[config.mk]
export PLATFORM = sky130hd
export DESIGN_NAME = stopwatch_dp
export DESIGN_NICKNAME = d
export VERILOG_FILES = /design/src/rtl/stopwatch_pkg.sv /design/src/rtl/stopwatch_dp_time_counter.sv /design/src/rtl/stopwatch_dp.sv
export SDC_FILE = /design/constraint.sdc
export NUM_CORES = 1
export LEC_CHECK = 0
export BUFFER_PORTS_ARGS = -buffer_cell sky130_fd_sc_hd__buf_2
export CAP_MARGIN = 20
export CELL_PAD_IN_SITES_DETAIL_PLACEMENT = 0
export CELL_PAD_IN_SITES_GLOBAL_PLACEMENT = 1
export CORE_MARGIN = 10
export CORE_UTILIZATION = 44
export DETAILED_ROUTE_END_ITERATION = 10
export PLACE_DENSITY = 0.8
export REMOVE_ABC_BUFFERS = 1
export SYNTH_ARGS = -nofsm -noshare
export SYNTH_HDL_FRONTEND = slang
export SYNTH_SLANG_ARGS = --single-unit
[constraint.sdc]
create_clock -name clk -period 2.85 [get_ports clk]
set_input_delay 0.285 -clock clk [delete_from_list [all_inputs] [get_ports clk]]
set_output_delay 0.285 -clock clk [all_outputs]
set_load 0.005 [all_outputs]
[src/rtl/stopwatch_pkg.sv]
// stopwatch_pkg: time limits and output widths shared by the stopwatch control unit, datapath and display
package stopwatch_pkg;
  localparam int MSEC_MAX = 99;
  localparam int SEC_MAX  = 59;
  localparam int MIN_MAX  = 59;
  localparam int HOUR_MAX = 23;
  localparam int MSEC_W   = 7;
  localparam int SEC_W    = 6;
  localparam int MIN_W    = 6;
  localparam int HOUR_W   = 5;
  typedef struct packed {
    logic [HOUR_W-1:0] hour;
    logic [MIN_W-1:0]  min;
    logic [SEC_W-1:0]  sec;
    logic [MSEC_W-1:0] msec;
  } stopwatch_time_t;
endpackage

[src/rtl/stopwatch_dp_time_counter.sv]
// time_counter: one wrapping stage of the stopwatch chain; carry is combinational so a full rollover lands on one edge
module time_counter #(
  parameter int MAX   = 99,
  parameter int WIDTH = 7
) (
  input  logic             clk,
  input  logic             reset,
  input  logic             i_tick,
  input  logic             i_clear,
  output logic [WIDTH-1:0] o_count,
  output logic             o_carry
);
  assign o_carry = i_tick && o_count == WIDTH'(MAX);
  always_ff @(posedge clk or posedge reset)
    if (reset) o_count <= '0;
    else if (i_clear) o_count <= '0;
    else if (i_tick) o_count <= o_carry ? '0 : o_count + 1'b1;
endmodule

[src/rtl/stopwatch_dp.sv]
// stopwatch_dp: tick divider plus msec/sec/min/hour counter chain.
// Define STOPWATCH_HOUR_EN to include the hour stage; otherwise minutes wrap and 59:59.99 rolls to 00:00.00.
module stopwatch_dp
  import stopwatch_pkg::*;
#(
  parameter int CLK_FREQ = 100_000_000,
  parameter int TICK_HZ  = 100
) (
  input  logic              clk,
  input  logic              reset,
  input  logic              i_run,
  input  logic              i_clear,
  output logic [MSEC_W-1:0] o_msec,
  output logic [SEC_W-1:0]  o_sec,
  output logic [MIN_W-1:0]  o_min,
  output logic [HOUR_W-1:0] o_hour,
  output logic              o_tick
);
  localparam int DIV = CLK_FREQ / TICK_HZ;
  localparam int DW  = $clog2(DIV);
  logic [DW-1:0] div;
  logic tick, msec_carry, sec_carry, min_carry;
  assign tick = i_run && !i_clear && div == DW'(DIV - 1);
  // holding div while paused keeps the sub-tick phase across stop/resume
  always_ff @(posedge clk or posedge reset)
    if (reset) begin
      div    <= '0;
      o_tick <= 1'b0;
    end else begin
      div    <= i_clear || tick ? '0 : i_run ? div + 1'b1 : div;
      o_tick <= tick;
    end
  time_counter #(.MAX(MSEC_MAX), .WIDTH(MSEC_W)) u_msec (
    .clk(clk), .reset(reset), .i_tick(tick), .i_clear(i_clear),
    .o_count(o_msec), .o_carry(msec_carry)
  );
  time_counter #(.MAX(SEC_MAX), .WIDTH(SEC_W)) u_sec (
    .clk(clk), .reset(reset), .i_tick(msec_carry), .i_clear(i_clear),
    .o_count(o_sec), .o_carry(sec_carry)
  );
  time_counter #(.MAX(MIN_MAX), .WIDTH(MIN_W)) u_min (
    .clk(clk), .reset(reset), .i_tick(sec_carry), .i_clear(i_clear),
    .o_count(o_min), .o_carry(min_carry)
  );
`ifdef STOPWATCH_HOUR_EN
  logic unused_hour_carry;
  time_counter #(.MAX(HOUR_MAX), .WIDTH(HOUR_W)) u_hour (
    .clk(clk), .reset(reset), .i_tick(min_carry), .i_clear(i_clear),
    .o_count(o_hour), .o_carry(unused_hour_carry)
  );
`else
  logic unused_min_carry;
  assign unused_min_carry = min_carry;
  assign o_hour = '0;
`endif
endmodule

=== After elaboration in Yosys (flattened, before gate mapping) ===
Index checks and enable logic that the tools add are counted.

* Output and inout bits: 25
* Input port bits: 4
* Register bits after elaboration: 40

* Add/sub/neg operators: 4
* Reductions and logical operators: 11
* Equal/unequal tests: 4
* Muxes and demuxes: 11

{| class="wikitable"
|+ Operator list
! cell !! count
|-
| $mux 20 || 2
|-
| $mux 6 || 6
|-
| $mux 7 || 3
|-
| $add 20x1->20 const B || 1
|-
| $eq 20x20->1 const B || 1
|-
| $add 6x1->6 const B || 2
|-
| $eq 6x6->1 const B || 2
|-
| $reduce_bool 2->1 || 4
|-
| $add 7x1->7 const B || 1
|-
| $eq 7x7->1 const B || 1
|-
| $logic_and 1x1->1 || 5
|-
| $logic_not 1->1 || 1
|-
| $logic_or 1x1->1 || 1
|}

=== Logic depth before layout (Yosys ltp) ===
* Depth in word-level cells: 9
* Mapped depth: 7
* Depth with buffers taken out: 7

=== Cells and area by module ===
Synthesis repeated with hierarchy kept, for this count alone.

* Cell total of the unflattened synthesis: 235
* Area total of the unflattened synthesis: 2319.7 um^2

{| class="wikitable"
|+ Modules (own cells, without submodules)
! module !! times used !! area each (um^2) !! cells an instance
|-
| stopwatch_dp || 1 || 1226.2 || 120
|-
| time_counter (u_min ...) || 2 || 340.3 || 36
|-
| time_counter (u_msec) || 1 || 412.9 || 43
|}

=== Least setup slack after synthesis ===
No wires, ideal clock.

* Path kind: register to register
* Start: register div[6]
* End: register u_min.o_count[5]
* Arrival time: 2.076 ns
* Stages on the path, launching flop included: 6
* Buffers on the path: 0
* Path slack: 0.653 ns
* Clock period less this slack: 2.197 ns
* Cells stage by stage: dfrtp_1 or4_4 nor4_4 nand4_1 o311a_1 a41o_1

* Word-level cells in the longest chain between the ends: 8

{| class="wikitable"
|+ RTL lines
! what !! RTL line !! text
|-
| start, declared || stopwatch_dp.sv:21 || <nowiki>logic [DW-1:0] div;</nowiki>
|-
| start signal, assigned || stopwatch_dp.sv:30 || <nowiki>div <= i_clear || tick ? '0 : i_run ? div + 1'b1 : div;</nowiki>
|-
| $eq 20x20->1 (*) || stopwatch_dp.sv:23 || <nowiki>assign tick = i_run && !i_clear && div == DW'(DIV - 1);</nowiki>
|-
| $logic_and 1x1->1 (*) || stopwatch_dp.sv:23 ||
|-
| $logic_and 1x1->1 (*) (2 in series) || stopwatch_dp_time_counter.sv:13 || <nowiki>assign o_carry = i_tick && o_count == WIDTH'(MAX);</nowiki>
|-
| $logic_and 1x1->1 || stopwatch_dp_time_counter.sv:13 ||
|-
| $mux 6 (2 in series) || stopwatch_dp_time_counter.sv:17 || <nowiki>else if (i_tick) o_count <= o_carry ? '0 : o_count + 1'b1;</nowiki>
|-
| $mux 6 || stopwatch_dp_time_counter.sv:16 || <nowiki>else if (i_clear) o_count <= '0;</nowiki>
|-
| end signal, assigned || stopwatch_dp_time_counter.sv:17 ||
|-
| end, declared || stopwatch_dp_time_counter.sv:10 || <nowiki>output logic [WIDTH-1:0] o_count,</nowiki>
|}

Every way passes the cells marked *; elsewhere a longest branch is shown, timed or not. The select of a mux whose other input is x is not followed.
A chain may end at the register's enable or synchronous reset.

=== Worst setup path after layout ===
Same ends and word-level chain as after synthesis.

==> impl_metrics.yaml <==
place:
  gp_congestion: 0.865
  port_buffers: 23
  place.detailed.hpwl_um: 3330
outcome:
  status: "finished clean"
worst_setup_path:
  r2r_start: "div[6]$_DFFE_PP0P_"
  crit_path_start_kind: "register"
  slowest_delay_ns: 0.56
  critPathMaxFanout: 5
  required_ns: 3.02
  cp_cell_sequence: "or4_4 > nor4_4 > nand4_1 > o311a_1 > a41o_1"
  arrival_ns: 2.58
  r2r_slack_ns: 0.44
  path_delay_family: "simple AND/OR/NAND/NOR gates"
  cp-end-kind: "register"
  crit_buf_inv: 0
  crit_type: "reg2reg"
  rr_endpoint: "u_min.o_count[5]$_DFFE_PP0P_"
  slowest_stage: "or4_4"
  reg2reg_depth: 5
synthesis:
  ys_async_sr_fraction_pct: 100
  synth_edf_count: 0
  synth.top_cell.area_share_pct: 45.8
  synth_top_area_cell: "dfrtp_1"
  avgSynthCellArea_um2: 9.37
  synth_seq_cells: 40
  synth_cell_type_count: 50
  synth_area_leaders: "dfrtp_1, nor2_1, xnor2_1"
  seq_area_frac_synth_pct: 45.8
  yosys_most_used_dff: "dfrtp_1"
  syn_area_um2: 2180
  yosysMostFrequentCell: "dfrtp_1"
  syn_inst: 233
  synth_common_cells: "dfrtp_1, nor2_1, nand2_1"
  ys.warnings.count: 0
timing:
  max_freq_mhz: 415
  fin_skew_ns: 0.0101
  setup_viol_count_final: 0
  tns_ns: 0
  min_period_over_period_pct: 84.5
  holdWs_ns: 0.108
  rsz0062_at_grt: "no"
  hold_violations: 0
  worstMarginPinSlew_ns: 0.751
  relSlewSlack_pct: 49.5
  min_period_ns: 2.41
  drv_slew: 0
routing:
  ant_nets: 0
  num_vias: 1740
  drt_iter0_markers: 78
  via_per_inst: 5.30
  routed_wl_um: 4700
  drtPass1Iterations: 4
  drc: 0
  post_drt_wl_per_cell_um: 14.3
final_layout:
  antenna_cells: 0
  fin_util_pct: 51.8
  fillers: 470
  synthToLayoutAreaGrowth_pct: 12.7
  ff_latch_area_um2: 1000
  nets: 268
  layout-drive-gt1-share_pct: 17.2
  multi_input_area_um2: 1090
grt:
  antenna_found_initial: 0
  grt_usage_pct: 12.2
  first_global_vias: 1708
  overflow: 0
  grt_max_degree: 41
  grt_pass1_wl_um: 8540
clock_network:
  numCtsBuffers: 5
  cts_setup_buffers: 0
  postCtsResizedCells: 0
  cts_tree: "yes"
  cts_sinks: 40
  hold_buffers: 0
  clock_latency_ns: 0.29
  h-tree-depth: 2
  cts_buffer_depth: 2
  path_clk_slew_ns: 0.08
  root_buffer: "clkbuf_8"
floorplanning:
  die_x_um: 90.4
  core.rowCount: 25
  floorplan.initialDensity_pct: 45.9
  fp.coreArea_um2: 4750
  dieArea_um2: 8180
  die_h_um: 90.4
  ioPinCount: 29
power_and_ir_drop:
  p_per_area_nw_per_um2: 432
  leakage_nw: 1.10
  ir_worst_vdd_v: 0.000283
run:
  max-cap-violations: 0
worst_hold_path:
  hp-class: "in2async"
[area by class of cell]
| cell class | instances | area share, % |
|---|---|---|
| Sequential cell | 40 | 40.7 |
| Multi-Input combinational cell | 178 | 44.4 |
| Clock inverter | 2 | 1.42 |
| Tap cell | 67 | 3.41 |
| Timing Repair Buffer | 27 | 5.90 |
| Inverter | 8 | 1.22 |
| Clock buffer | 6 | 2.95 |
[how the worst max path moves through the flow]
stage | startpoint | endpoint | slack, ns | cells past startpoint
final | div[6]$_DFFE_PP0P_ | u_min.o_count[5]$_DFFE_PP0P_ | 0.44 | 5
after global placement | div[6]$_DFFE_PP0P_ | u_min.o_count[5]$_DFFE_PP0P_ | 0.51 | 5
after CTS | div[6]$_DFFE_PP0P_ | u_min.o_count[5]$_DFFE_PP0P_ | 0.46 | 5
after floorplan | div[6]$_DFFE_PP0P_ | u_min.o_count[5]$_DFFE_PP0P_ | 0.65 | 5
after detailed placement | div[6]$_DFFE_PP0P_ | u_min.o_count[5]$_DFFE_PP0P_ | 0.47 | 5
after global routing | div[0]$_DFFE_PP0P_ | u_min.o_count[5]$_DFFE_PP0P_ | 0.24 | 6
[per-layer routing]
layer / routed length (um) / global-route usage (%) / up-vias
met5: 0 / 0 / -
met4: 50 / 4.51 / 0
met3: 263 / 3.24 / 4
met2: 2080 / 17.7 / 43
met1: 2310 / 16.8 / 823
li1: - / - / 870
[where the power goes]
| group | total [W] | internal (W) | switching, W |
|---|---|---|---|
| clock network | 0.000449 | 0.000260 | 0.000190 |
| logic | 0.0000399 | 0.00000962 | 0.0000302 |
| registers | 0.000574 | 0.000570 | 0.00000402 |
[state kept, by name, indices dropped and copies added (netlist names)]
name / count
o_tick: 1
u_sec.o_count: 6
u_min.o_count: 6
div: 20
u_msec.o_count: 7
[metrics by stage]
step                      std cells  area (um2)  setup slack [ns]  power (W)
after floorplan                 226        2120             0.653   0.000607
after global placement          320        2350             0.511   0.000626
after detailed placement        320        2350             0.474   0.000626
after CTS                       328        2460             0.457    0.00108
after global routing            328        2460             0.243    0.00111
final                           328        2460             0.441    0.00106
[logic make-up after synthesis]
kind of cell	after synthesis	synth area share, %
mux	1	0.458
other cells	1	0.172
flops	40	45.8
simple gates	112	26.5
fa+ha+maj	4	2.29
xor+xnor	20	8.02
compound gates	36	11.9
buf+inv	19	4.76
[placed cells by master (no fill, tap or decap), types with 3 or more instances in the layout]
cell type and instances:
o21a_1 3, clkbuf_8 5, nand3_1 13, nor2_1 34, conb_1 5, buf_4 4, nor3_1 6, xnor2_1 10
and3_1 4, inv_1 8, buf_2 23, nand2_1 22, a21oi_1 10, o21ai_0 4, a31oi_1 3, nand3b_1 3
nor4_1 5, dfrtp_1 40, xor2_1 10, nand4_1 7, ha_1 4
[worst min-delay path, delay by kind of cell]
family,cells,cell delay [ns]
buf+inv,3,0.55
(Power assumes the default switching activity.)
